### src/rtl/multicycle_control_unit_if.sv
// Control bundle between the Mini RISC multi-cycle control unit (master) and
// its datapath (slave): decode inputs, memory handshake, and datapath strobes.
interface multicycle_control_unit_if #(
    parameter int FUNCT_W   = 4,
    parameter int NUM_LANES = 4
);
    logic [5:0]           opcode;
    logic [FUNCT_W-1:0]   funct;
    logic                 mem_ready;
    logic                 resume;
    logic                 pc_stall;
    logic                 reg_write_en;
    logic                 alu_src_sel;
    logic                 reg_dest_sel;
    logic [FUNCT_W-1:0]   alu_op;
    logic                 immediate_sel;
    logic                 move_or_branch;
    logic [NUM_LANES-1:0] mem_write_en;
    logic                 read_enable;
    logic                 halt;
    logic                 halt_now;
    logic                 mem_timeout;
    logic [2:0]           state_out;

    modport master (
        input  opcode, funct, mem_ready, resume,
        output pc_stall, reg_write_en, alu_src_sel, reg_dest_sel, alu_op,
               immediate_sel, move_or_branch, mem_write_en, read_enable,
               halt, halt_now, mem_timeout, state_out
    );

    modport slave (
        output opcode, funct, mem_ready, resume,
        input  pc_stall, reg_write_en, alu_src_sel, reg_dest_sel, alu_op,
               immediate_sel, move_or_branch, mem_write_en, read_enable,
               halt, halt_now, mem_timeout, state_out
    );
endinterface

### src/rtl/multicycle_control_unit.sv
// Multi-cycle control FSM: FETCH / EXECUTE / MEM_WAIT / WRITEBACK / HALTED with
// fixed or ready-driven memory latency (optional timeout) and resumable halt.
module multicycle_control_unit #(
    parameter int FUNCT_W   = 4,
    parameter int NUM_LANES = 4,
    parameter int MEM_LAT   = 1,
    parameter int USE_READY = 0,
    parameter int TIMEOUT   = 15
) (
    input logic clk,
    input logic rst,
    multicycle_control_unit_if.master bus
);
    typedef enum logic [2:0] {
        S_FETCH     = 3'd0,
        S_EXECUTE   = 3'd1,
        S_MEM_WAIT  = 3'd2,
        S_WRITEBACK = 3'd3,
        S_HALTED    = 3'd4
    } state_t;

    localparam int MAX_CNT = (MEM_LAT > TIMEOUT) ? MEM_LAT : TIMEOUT;
    localparam int CNT_W   = (MAX_CNT < 2) ? 1 : $clog2(MAX_CNT);
    localparam logic [CNT_W-1:0] LAT_LAST = CNT_W'(MEM_LAT - 1);
    localparam logic [CNT_W-1:0] TO_LAST  = CNT_W'(TIMEOUT - 1);
    localparam bit HAS_TIMEOUT = (TIMEOUT != 0);

    state_t           state_q, state_d;
    logic [CNT_W-1:0] cnt_q;
    logic             halt_q, mem_timeout_q, load_q;
    logic             wait_ok, wait_abort;
    logic             is_r, is_ialu, is_br, is_move, is_cmov, is_load, is_store, is_halt;

    assign is_r     = (bus.opcode == 6'b000000);
    assign is_ialu  = (bus.opcode[5:4] == 2'b01);
    assign is_br    = (bus.opcode == 6'b100011);
    assign is_move  = (bus.opcode == 6'b110000);
    assign is_cmov  = (bus.opcode == 6'b110001);
    assign is_load  = (bus.opcode == 6'b101000);
    assign is_store = (bus.opcode == 6'b101001);
    assign is_halt  = (bus.opcode == 6'b111000);

    // Memory handshake: in MEM_WAIT with USE_READY=1, mem_ready=1 completes the
    // access on that edge; mem_ready beats a timeout landing in the same cycle.
    always_comb begin
        wait_ok    = 1'b0;
        wait_abort = 1'b0;
        if (USE_READY == 0) begin
            wait_ok = (cnt_q == LAT_LAST);
        end else begin
            wait_ok    = bus.mem_ready;
            wait_abort = !bus.mem_ready && HAS_TIMEOUT && (cnt_q == TO_LAST);
        end
    end

    always_comb begin
        state_d             = state_q;
        bus.pc_stall        = 1'b0;
        bus.reg_write_en    = 1'b0;
        bus.alu_src_sel     = 1'b0;
        bus.reg_dest_sel    = 1'b0;
        bus.alu_op          = '0;
        bus.immediate_sel   = 1'b0;
        bus.move_or_branch  = 1'b0;
        bus.mem_write_en    = '0;
        bus.read_enable     = 1'b0;
        bus.halt_now        = 1'b0;
        case (state_q)
            S_FETCH: begin
                bus.pc_stall = 1'b1;
                state_d      = S_EXECUTE;
            end
            S_EXECUTE: begin
                bus.alu_src_sel    = is_r | is_move | is_cmov;
                bus.reg_dest_sel   = is_r | is_move | is_cmov;
                bus.immediate_sel  = is_br;
                bus.move_or_branch = is_move | is_cmov | is_br;
                if (is_r)
                    bus.alu_op = bus.funct;
                else if (is_ialu)
                    bus.alu_op = FUNCT_W'(bus.opcode[3:0]);
                state_d = S_FETCH;
                if (is_load) begin
                    bus.pc_stall = 1'b1;
                    state_d      = S_MEM_WAIT;
                end else if (is_store) begin
                    bus.mem_write_en = '1;
                    if (USE_READY != 0) begin
                        bus.pc_stall = 1'b1;
                        state_d      = S_MEM_WAIT;
                    end
                end else if (is_halt) begin
                    bus.halt_now = 1'b1;
                    bus.pc_stall = 1'b1;
                    state_d      = S_HALTED;
                end else begin
                    bus.reg_write_en = is_r | is_ialu | is_move | is_cmov;
                end
            end
            S_MEM_WAIT: begin
                bus.pc_stall    = 1'b1;
                bus.read_enable = load_q;
                if (wait_ok)
                    state_d = load_q ? S_WRITEBACK : S_FETCH;
                else if (wait_abort)
                    state_d = S_FETCH;
            end
            S_WRITEBACK: begin
                bus.reg_write_en = 1'b1;
                state_d          = S_FETCH;
            end
            S_HALTED: begin
                bus.pc_stall = 1'b1;
                if (bus.resume)
                    state_d = S_FETCH;
            end
            default: state_d = S_FETCH;
        endcase
    end

    always_ff @(posedge clk or posedge rst) begin
        if (rst) begin
            state_q       <= S_FETCH;
            cnt_q         <= '0;
            halt_q        <= 1'b0;
            mem_timeout_q <= 1'b0;
            load_q        <= 1'b0;
        end else begin
            state_q       <= state_d;
            cnt_q         <= (state_q == S_MEM_WAIT && !wait_ok && !wait_abort)
                             ? cnt_q + CNT_W'(1) : '0;
            halt_q        <= (state_d == S_HALTED);
            mem_timeout_q <= (state_q == S_MEM_WAIT) && wait_abort;
            // Class is latched so MEM_WAIT/WRITEBACK do not depend on opcode decode.
            if (state_q == S_EXECUTE && is_load)
                load_q <= 1'b1;
            else if (state_q == S_EXECUTE && is_store)
                load_q <= 1'b0;
        end
    end

    assign bus.halt        = halt_q;
    assign bus.mem_timeout = mem_timeout_q;
    assign bus.state_out   = state_q;
endmodule

### src/flat_wrapper.sv
// flat-port wrapper written by rule: the top's interface ports become plain ports
module multicycle_control_unit_flat 
#(
    parameter int FUNCT_W   = 4,
    parameter int NUM_LANES = 4,
    parameter int MEM_LAT   = 1,
    parameter int USE_READY = 0,
    parameter int TIMEOUT   = 15
)
  (clk, rst, bus_opcode, bus_funct, bus_mem_ready, bus_resume, bus_pc_stall, bus_reg_write_en, bus_alu_src_sel, bus_reg_dest_sel, bus_alu_op, bus_immediate_sel, bus_move_or_branch, bus_mem_write_en, bus_read_enable, bus_halt, bus_halt_now, bus_mem_timeout, bus_state_out);
  multicycle_control_unit_if #(.FUNCT_W(FUNCT_W), .NUM_LANES(NUM_LANES)) bus_i ();
  input logic clk;
  input logic rst;
  input wire logic [$bits(bus_i.opcode)-1:0] bus_opcode;
  input wire logic [$bits(bus_i.funct)-1:0] bus_funct;
  input wire logic [$bits(bus_i.mem_ready)-1:0] bus_mem_ready;
  input wire logic [$bits(bus_i.resume)-1:0] bus_resume;
  output wire logic [$bits(bus_i.pc_stall)-1:0] bus_pc_stall;
  output wire logic [$bits(bus_i.reg_write_en)-1:0] bus_reg_write_en;
  output wire logic [$bits(bus_i.alu_src_sel)-1:0] bus_alu_src_sel;
  output wire logic [$bits(bus_i.reg_dest_sel)-1:0] bus_reg_dest_sel;
  output wire logic [$bits(bus_i.alu_op)-1:0] bus_alu_op;
  output wire logic [$bits(bus_i.immediate_sel)-1:0] bus_immediate_sel;
  output wire logic [$bits(bus_i.move_or_branch)-1:0] bus_move_or_branch;
  output wire logic [$bits(bus_i.mem_write_en)-1:0] bus_mem_write_en;
  output wire logic [$bits(bus_i.read_enable)-1:0] bus_read_enable;
  output wire logic [$bits(bus_i.halt)-1:0] bus_halt;
  output wire logic [$bits(bus_i.halt_now)-1:0] bus_halt_now;
  output wire logic [$bits(bus_i.mem_timeout)-1:0] bus_mem_timeout;
  output wire logic [$bits(bus_i.state_out)-1:0] bus_state_out;
  assign bus_i.opcode = bus_opcode;
  assign bus_i.funct = bus_funct;
  assign bus_i.mem_ready = bus_mem_ready;
  assign bus_i.resume = bus_resume;
  assign bus_pc_stall = bus_i.pc_stall;
  assign bus_reg_write_en = bus_i.reg_write_en;
  assign bus_alu_src_sel = bus_i.alu_src_sel;
  assign bus_reg_dest_sel = bus_i.reg_dest_sel;
  assign bus_alu_op = bus_i.alu_op;
  assign bus_immediate_sel = bus_i.immediate_sel;
  assign bus_move_or_branch = bus_i.move_or_branch;
  assign bus_mem_write_en = bus_i.mem_write_en;
  assign bus_read_enable = bus_i.read_enable;
  assign bus_halt = bus_i.halt;
  assign bus_halt_now = bus_i.halt_now;
  assign bus_mem_timeout = bus_i.mem_timeout;
  assign bus_state_out = bus_i.state_out;
  multicycle_control_unit #(.FUNCT_W(FUNCT_W), .NUM_LANES(NUM_LANES), .MEM_LAT(MEM_LAT), .USE_READY(USE_READY), .TIMEOUT(TIMEOUT)) u_core (.clk(clk), .rst(rst), .bus(bus_i));
endmodule
### config.mk
export PLATFORM = sky130hd
export DESIGN_NAME = multicycle_control_unit_flat
export DESIGN_NICKNAME = d
export VERILOG_FILES = /design/src/rtl/multicycle_control_unit_if.sv /design/src/rtl/multicycle_control_unit.sv /design/src/flat_wrapper.sv
export SDC_FILE = /design/constraint.sdc
export NUM_CORES = 1
export LEC_CHECK = 0
export ABC_AREA = 1
export CORE_MARGIN = 3
export CORE_UTILIZATION = 38
export DETAILED_ROUTE_END_ITERATION = 8
export HOLD_SLACK_MARGIN = 0.03
export PLACE_DENSITY = 0.78
export SLEW_MARGIN = 20
export SYNTH_ARGS = -nofsm -noshare
export SYNTH_HDL_FRONTEND = slang
export SYNTH_SLANG_ARGS = --single-unit
export TNS_END_PERCENT = 1
### constraint.sdc
create_clock -name clk -period 1.7 [get_ports clk]
set_input_delay 0.51 -clock clk [delete_from_list [all_inputs] [get_ports clk]]
set_output_delay 0.51 -clock clk [all_outputs]
set_load 0.05 [all_outputs]
==> qor.txt <==
Vias per inst: 5.503
Switching Share: 0.4248
Lkg Pwr: 0.6248 nW
PortBufs: 32
Synth Area in Compound Gates: 0.07477
Fmax: 484.4 MHz
First drt pass iteration count: 4
Syn. warnings: 0
Share of the synthesized area in the top cell type: 0.3364
Die width: 47.97 um
Global-route wire length before repair: 4050 um
Drt total wl: 2882 um
Setup Crit Path Kind: reg -> out
Synth Cell Area: 669.4 um^2
Final critical-path share of the clock period: 1.214
Area delta synth->final: 114.4%
Clk_lat worst skew: 0.26 ns
Row count: 14
Final slew viol count: 0
WL/cell: 17.90 um
H-Tree Depth: 1
Post-Synth Simple-Gate Area: 0.3682
Average cell area after synthesis: 6.973 um^2
Initial antenna violation count: 0
Sequential power share: 0.244
Vias in the first global route: 866
Critical Path End Type: primary output
Area leader, netlist: dfrtp_1
RSZ-0062 raised after global routing: yes
Setup ws final: -0.3646 ns
Net Count, Synth: 112
Antenna Nets Post-Route: 0
Max FO, Critical Path: 4
Global route total overflow: 0
Endpoints failing hold: 0
CTS Buffer Depth: 2
Worst vdd ir: 0.5492 mV
Slowest stage delay, CP: 0.43 ns
Post-synth cell types: 19
CTS Buf Count: 3
Critical Path RT: 1.19 ns
Max layer used: met4
Via count: 886
Met2 wire len: 1564 um
Switch Pwr: 0.0004316 W
Maxcap violations: 0
Die height: 47.97 um
Wire length on met1: 1104 um
GP Congestion: 0.8602
Initial core utilization: 0.4246
Adder-cell share of the synthesized area: 0.03738
Number of I/O pins: 35
Syn Inst Count: 96
Clock power share: 0.165
Xor and xnor area share after synthesis: 0.02617
Dpl hpwl: 1934 um
Cell internal pwr: 0.0005845 W
Register area share after synthesis: 0.3364
Largest net degree at the start of global routing: 10
DR iter-0 viols: 23
N_diodes: 0
Final Setup Violations: 16
Drt drc: 0
Cell breakdown of the critical path: nor3_4 -> buf_4 -> nand3_2 -> nor2_4 -> buf_12
Setup TNS Final: -4.987 ns
Cts hold-fix bufs: 0
Most frequent cells in the layout: buf_12, nand2_1, buf_4
Largest cells by area after synthesis: dfrtp_1, nand3_1, inv_1, nand2_1, nor2_1
Core Box Area: 1577 um^2
Mux cell area share after synthesis: 0
Violations in the final reports: negative setup slack
Family with the most delay on the worst path: simple AND/OR/NAND/NOR gates
WP buf/inv: 2
Flops & latches, synth: 9
Pwr/cell area: 708.0 nW/um^2
Fin Clk Skew: 0.007326 ns
Crit start category: register
Main combinational cell family by area after synthesis: simple AND/OR/NAND/NOR gates
GRT Total Usage: 0.2553
Metal3 WL: 110 um
Sinks on Clock Net: 9
Commonest non-fill, non-tap cell in the layout: buf_12
Outcome: complete, but fails checks
Post-layout utilization of the core: 0.9103
Slowest CP cell: dfrtp_2
Die ar.: 2301 um^2
Root Driver: clkbuf_4
CTS tree: yes
Clk pin slew, worst setup/hold paths: 0.07 ns
Share of layout cells above drive strength 1: 0.5241
Layout Nets: 162
Tmin final: 2.065 ns
Min-Delay Path Class: in -> async
WP data arrival: 1.55 ns
Logic pwr share: 0.591
[timing repair]
action,in CTS,in global routing
setup buffers,2,0
hold endpoints to repair,0,0
endpoints found under the setup margin,16,16
resized for setup,46,2
pin swaps,9,1
[worst paths after layout]
path | startpoint | endpoint | slack [ns] | depth (start not counted)
max | u_core.bus.state_out[2] | bus_halt_now | -0.36 | 5
max in group asynchronous | rst | u_core.bus.state_out[1] | 0.92 | 2
min in group clk | u_core.cnt_q[0] | u_core.cnt_q[0] | 0.50 | 1
min reg2reg | u_core.cnt_q[0] | u_core.cnt_q[0] | 0.50 | 1
max reg2reg | u_core.bus.state_out[2] | u_core.cnt_q[3] | 0.35 | 7
min | rst | u_core.bus.halt | 0.50 | 2
[layout make-up]
cell class	count	area [um^2]
Clock buffer	4	26.28
Fill cell	66	141.4
Multi-Input combinational cell	65	452.9
Sequential cell	9	229.0
Timing Repair Buffer	50	639.4
Tap cell	16	20.02
Inverter	17	67.56
[per-stage QoR]
| step | cell area (um^2) | hold WS (ns) | total power (W) | cells | setup WS (ns) |
|---|---|---|---|---|---|
| final | 1435 | 0.4991 | 0.001016 | 161 | -0.3646 |
| after global routing | 1435 | 0.5233 | 0.001059 | 161 | -0.4258 |
| after CTS | 1426 | 0.4968 | 0.001004 | 161 | -0.3276 |
| after detailed placement | 1335 | 0.4886 | 0.0007851 | 155 | -0.7504 |
| after global placement | 1335 | 0.4689 | 0.0007712 | 155 | -0.6548 |
| after floorplan | 715.7 | 0.3377 | 0.0004983 | 96 | -0.4081 |
[state kept, by name (all words and copies together), names as in the netlist]
name and flops:
u_core.cnt_q 4, u_core.bus.halt 1, u_core.load_q 1, u_core.bus.state_out 3
[per-layer routing]
metal / track usage / up-vias
li1: - / 403
met1: 0.2873 / 429
met2: 0.4617 / 42
met3: 0.03759 / 12
met4: 0.1237 / 0
met5: 0 / -
[cells by family after synthesis]
group	count (synthesis)
AO/OA/AOI/OAI	10
XOR/XNOR	2
adder cells (fa/ha/maj)	2
AND/OR/NAND/NOR	50
flip-flops	9
buffers and inverters	22
other	1
[Yosys cell counts (all sizes together)]
cell type	n
xor2	1
inv	17
nor3	1
nand3	12
conb	1
o21ai	3
nor2	16
a21oi	7
ha	2
nand4	5
nand3b	1
nand2	14
and3	1
dfrtp	9
xnor2	1
buf	5
[worst reg2reg max path: cells and delay by family (launching register included)]
| kind | cells | cell delay [ns] |
|---|---|---|
| buffers and inverters | 3 | 0.30 |
| DFF | 1 | 0.43 |
| and+or+nand+nor | 4 | 0.53 |
[power by group through the flow]
stage | Clock, W | Combinational, W | Sequential (W)
2_1_floorplan | 0 | 0.000213 | 0.000285
3_3_place_gp | 0 | 0.000524 | 0.000247
3_5_place_dp | 0 | 0.000537 | 0.000248
4_1_cts | 0.000171 | 0.000588 | 0.000246
5_1_grt | 0.000184 | 0.000625 | 0.000249
6_report | 0.000168 | 0.000600 | 0.000248
(Power assumes the default switching activity.)
==> edit: new RTL, config.mk and constraints unchanged <==
`MEM_LAT` is set to 1 in 2 places; all go to 2.
--- a/src/rtl/multicycle_control_unit.sv
+++ b/src/rtl/multicycle_control_unit.sv
@@ -3,7 +3,7 @@
 module multicycle_control_unit #(
     parameter int FUNCT_W   = 4,
     parameter int NUM_LANES = 4,
-    parameter int MEM_LAT   = 1,
+    parameter int MEM_LAT   = 2,
     parameter int USE_READY = 0,
     parameter int TIMEOUT   = 15
 ) (
--- a/src/flat_wrapper.sv
+++ b/src/flat_wrapper.sv
@@ -3,7 +3,7 @@
 #(
     parameter int FUNCT_W   = 4,
     parameter int NUM_LANES = 4,
-    parameter int MEM_LAT   = 1,
+    parameter int MEM_LAT   = 2,
     parameter int USE_READY = 0,
     parameter int TIMEOUT   = 15
 )
Function: changed (a bounded check fails within 4 cycles, from zero or initial values and one cycle with rst high).
==> edit against the unedited design <==
  * The run still ends with setup timing left
  * Setup slack better by 7.5 ps
  * Synthesized area down 0.37%
  * Clock skew down 0.67 ps
  * Combinational power up 34%
  * Die area down 0.33%
  * Final area up 4.1%
  * Non-clock buffer count up 4
  * Wire length up 26%
  * Via count up 9.9%
  * First-iteration DRC count up 140%
  * Count of clock-buffer cells in the layout unchanged
  * Power up 24%
  * Sequential cell count unchanged
==> edit: results (changes against the unedited design) <==
Detailed routing
  • Met1 WL: 1210 um (+9.3%)
  • Post-DR vias/cell: 6.01 (+9.3%)
  • Met3 wire length: 268 um (+140%)
  • DR WL met2: 1860 um (+19%)
  • Pre-antenna DRT Iters: 5 (+1)
  • Post-Route WL: 3650 um (+26%)

Final layout
  • Non-Filler Instances: 162 (+0.62%)
  • Fraction of layout instances using a drive strength above 1: 59.6% (+7.2 points)
  • Multi-input logic area: 485 sq um (+7.2%)
  • Multi-input gates: 66 (+1.5%)
  • NonClk Buf Share: 45.5% (+0.93 points)
  • Clock network area share: 1.76% (-0.072 points)
  • Inverter count: 13 (-4)
  • Non-clk bufs: 54 (+8.0%)
  • Layout Area Growth over Synthesis: 124%
  • Fillers: 42 (-36%)

Place
  • Worst slack, placed: -746 ps (+4.02 ps)
  • HPWL after detailed placement: 2100 um (+8.5%)
  • Routability cong.: 0.747 (-13%)
  • Area after DPL: 1380 sq um (+3.1%)
  • Cells after DPL: 154 (-0.65%)

Global route
  • Global-route wire length before repair: 5260 um (+30%)
  • GR met1 Demand/Resource: 35.6% (+6.8 points)
  • GRT Total Usage: 34.5% (+9.0 points)
  • Vias in the first global route: 1041 (+20%)
  • Met3 Track Usage GR: 8.65% (+4.9 points)
  • Met2 usage: 64.6% (+18 points)

Synthesis
  • Predominant post-synthesis flop cell: dfrtp_1
  • Sequential element share of the synthesized area: 33.8% (+0.13 points)
  • Top post-synthesis cells by count: nand2_1, nor2_1, inv_1
  • Mean post-synth cell area: 7.17 sq um (+2.8%)
  • Mapped Nets: 109 (-2.7%)
  • Post-synth cell types: 22 (+3)
  • Area share of the largest cell type after synthesis: 33.8% (+0.13 points)
  • Synth Area in Adders: 3.75% (+0.014 points)
  • Synth Area in XOR/XNOR: 2.63% (+0.0098 points)
  • Top cells by area, synth: dfrtp_1, nand2_1, nor2_1, nand3_1, inv_1
  • Synth Area in Compound Gates: 9.38% (+1.9 points)

Pwr
  • Max rail drop VDD: 811 uV (+48%)
  • Net Sw Frac: 46.6% (+4.1 points)
  • Lkg Pwr: 0.648 nW (+3.8%)

STA
  • Final setup fails: 16 (unchanged)
  • Final setup margin: -357 ps (+7.55 ps)
  • Post-Route Skew: 6.65 ps (-0.672 ps)

Clocking
  • Skew-Pair Late Insertion Delay: 280 ps (+20 ps)
  • Root Buffer: clkbuf_4

Worst setup path
  • Max FO, Critical Path: 3 (-1)
  • CP top delay family: buffers and inverters

Outcome
  • Failing checks: setup timing
  • Outcome: finished with violations
==> edit: cell count changes in the layout (fill, tap and decap cells not counted), sizes merged, moves of 2 or more <==
cell   unedited run  this run
o21ai             3         5
buf              44        48
o22ai             0         2
a21oi             7         5
inv              16        13
==> edit: final timing paths <==
kind / start / to / slack [ps] / cells past startpoint
max reg2reg: u_core.bus.state_out[2]$_DFF_PP0_ / u_core.cnt_q[2]$_DFF_PP0_ / 280 / 8
min reg2reg: u_core.cnt_q[0]$_DFF_PP0_ / u_core.cnt_q[0]$_DFF_PP0_ / 540 / 1
max in group asynchronous: rst / u_core.bus.state_out[1]$_DFF_PP0_ / 920 / 2
min in group clk: u_core.cnt_q[0]$_DFF_PP0_ / u_core.cnt_q[0]$_DFF_PP0_ / 540 / 1
min: rst / u_core.load_q$_DFFE_PP0P_ / 510 / 2
max: u_core.bus.state_out[2]$_DFF_PP0_ / bus_read_enable / -360 / 6
==> edit: what timing repair did <==
| item | in CTS | in global routing |
|---|---|---|
| gates resized for setup | 46 | 7 |
| setup buffers | 3 | 1 |
| cloned | 0 | 0 |
| pin swaps | 10 | 3 |
| endpoints found under the setup margin | 17 | 16 |
==> edit: power by group through the flow <==
stage / clock network (mW) / logic (mW) / registers, mW
global placement: 0 / 0.705 / 0.274
finish: 0.176 / 0.801 / 0.280
detailed placement: 0 / 0.730 / 0.277
floorplan: 0 / 0.308 / 0.322
global route: 0.188 / 0.833 / 0.281
CTS: 0.171 / 0.764 / 0.275
==> edit: metrics by stage <==
step	utilization, %	setup TNS, ps
global placement	87.3	-9420
global route	94.8	-5250
CTS	93.2	-4090
floorplan	-	-3680
detailed placement	87.3	-10910
finish	94.8	-4430
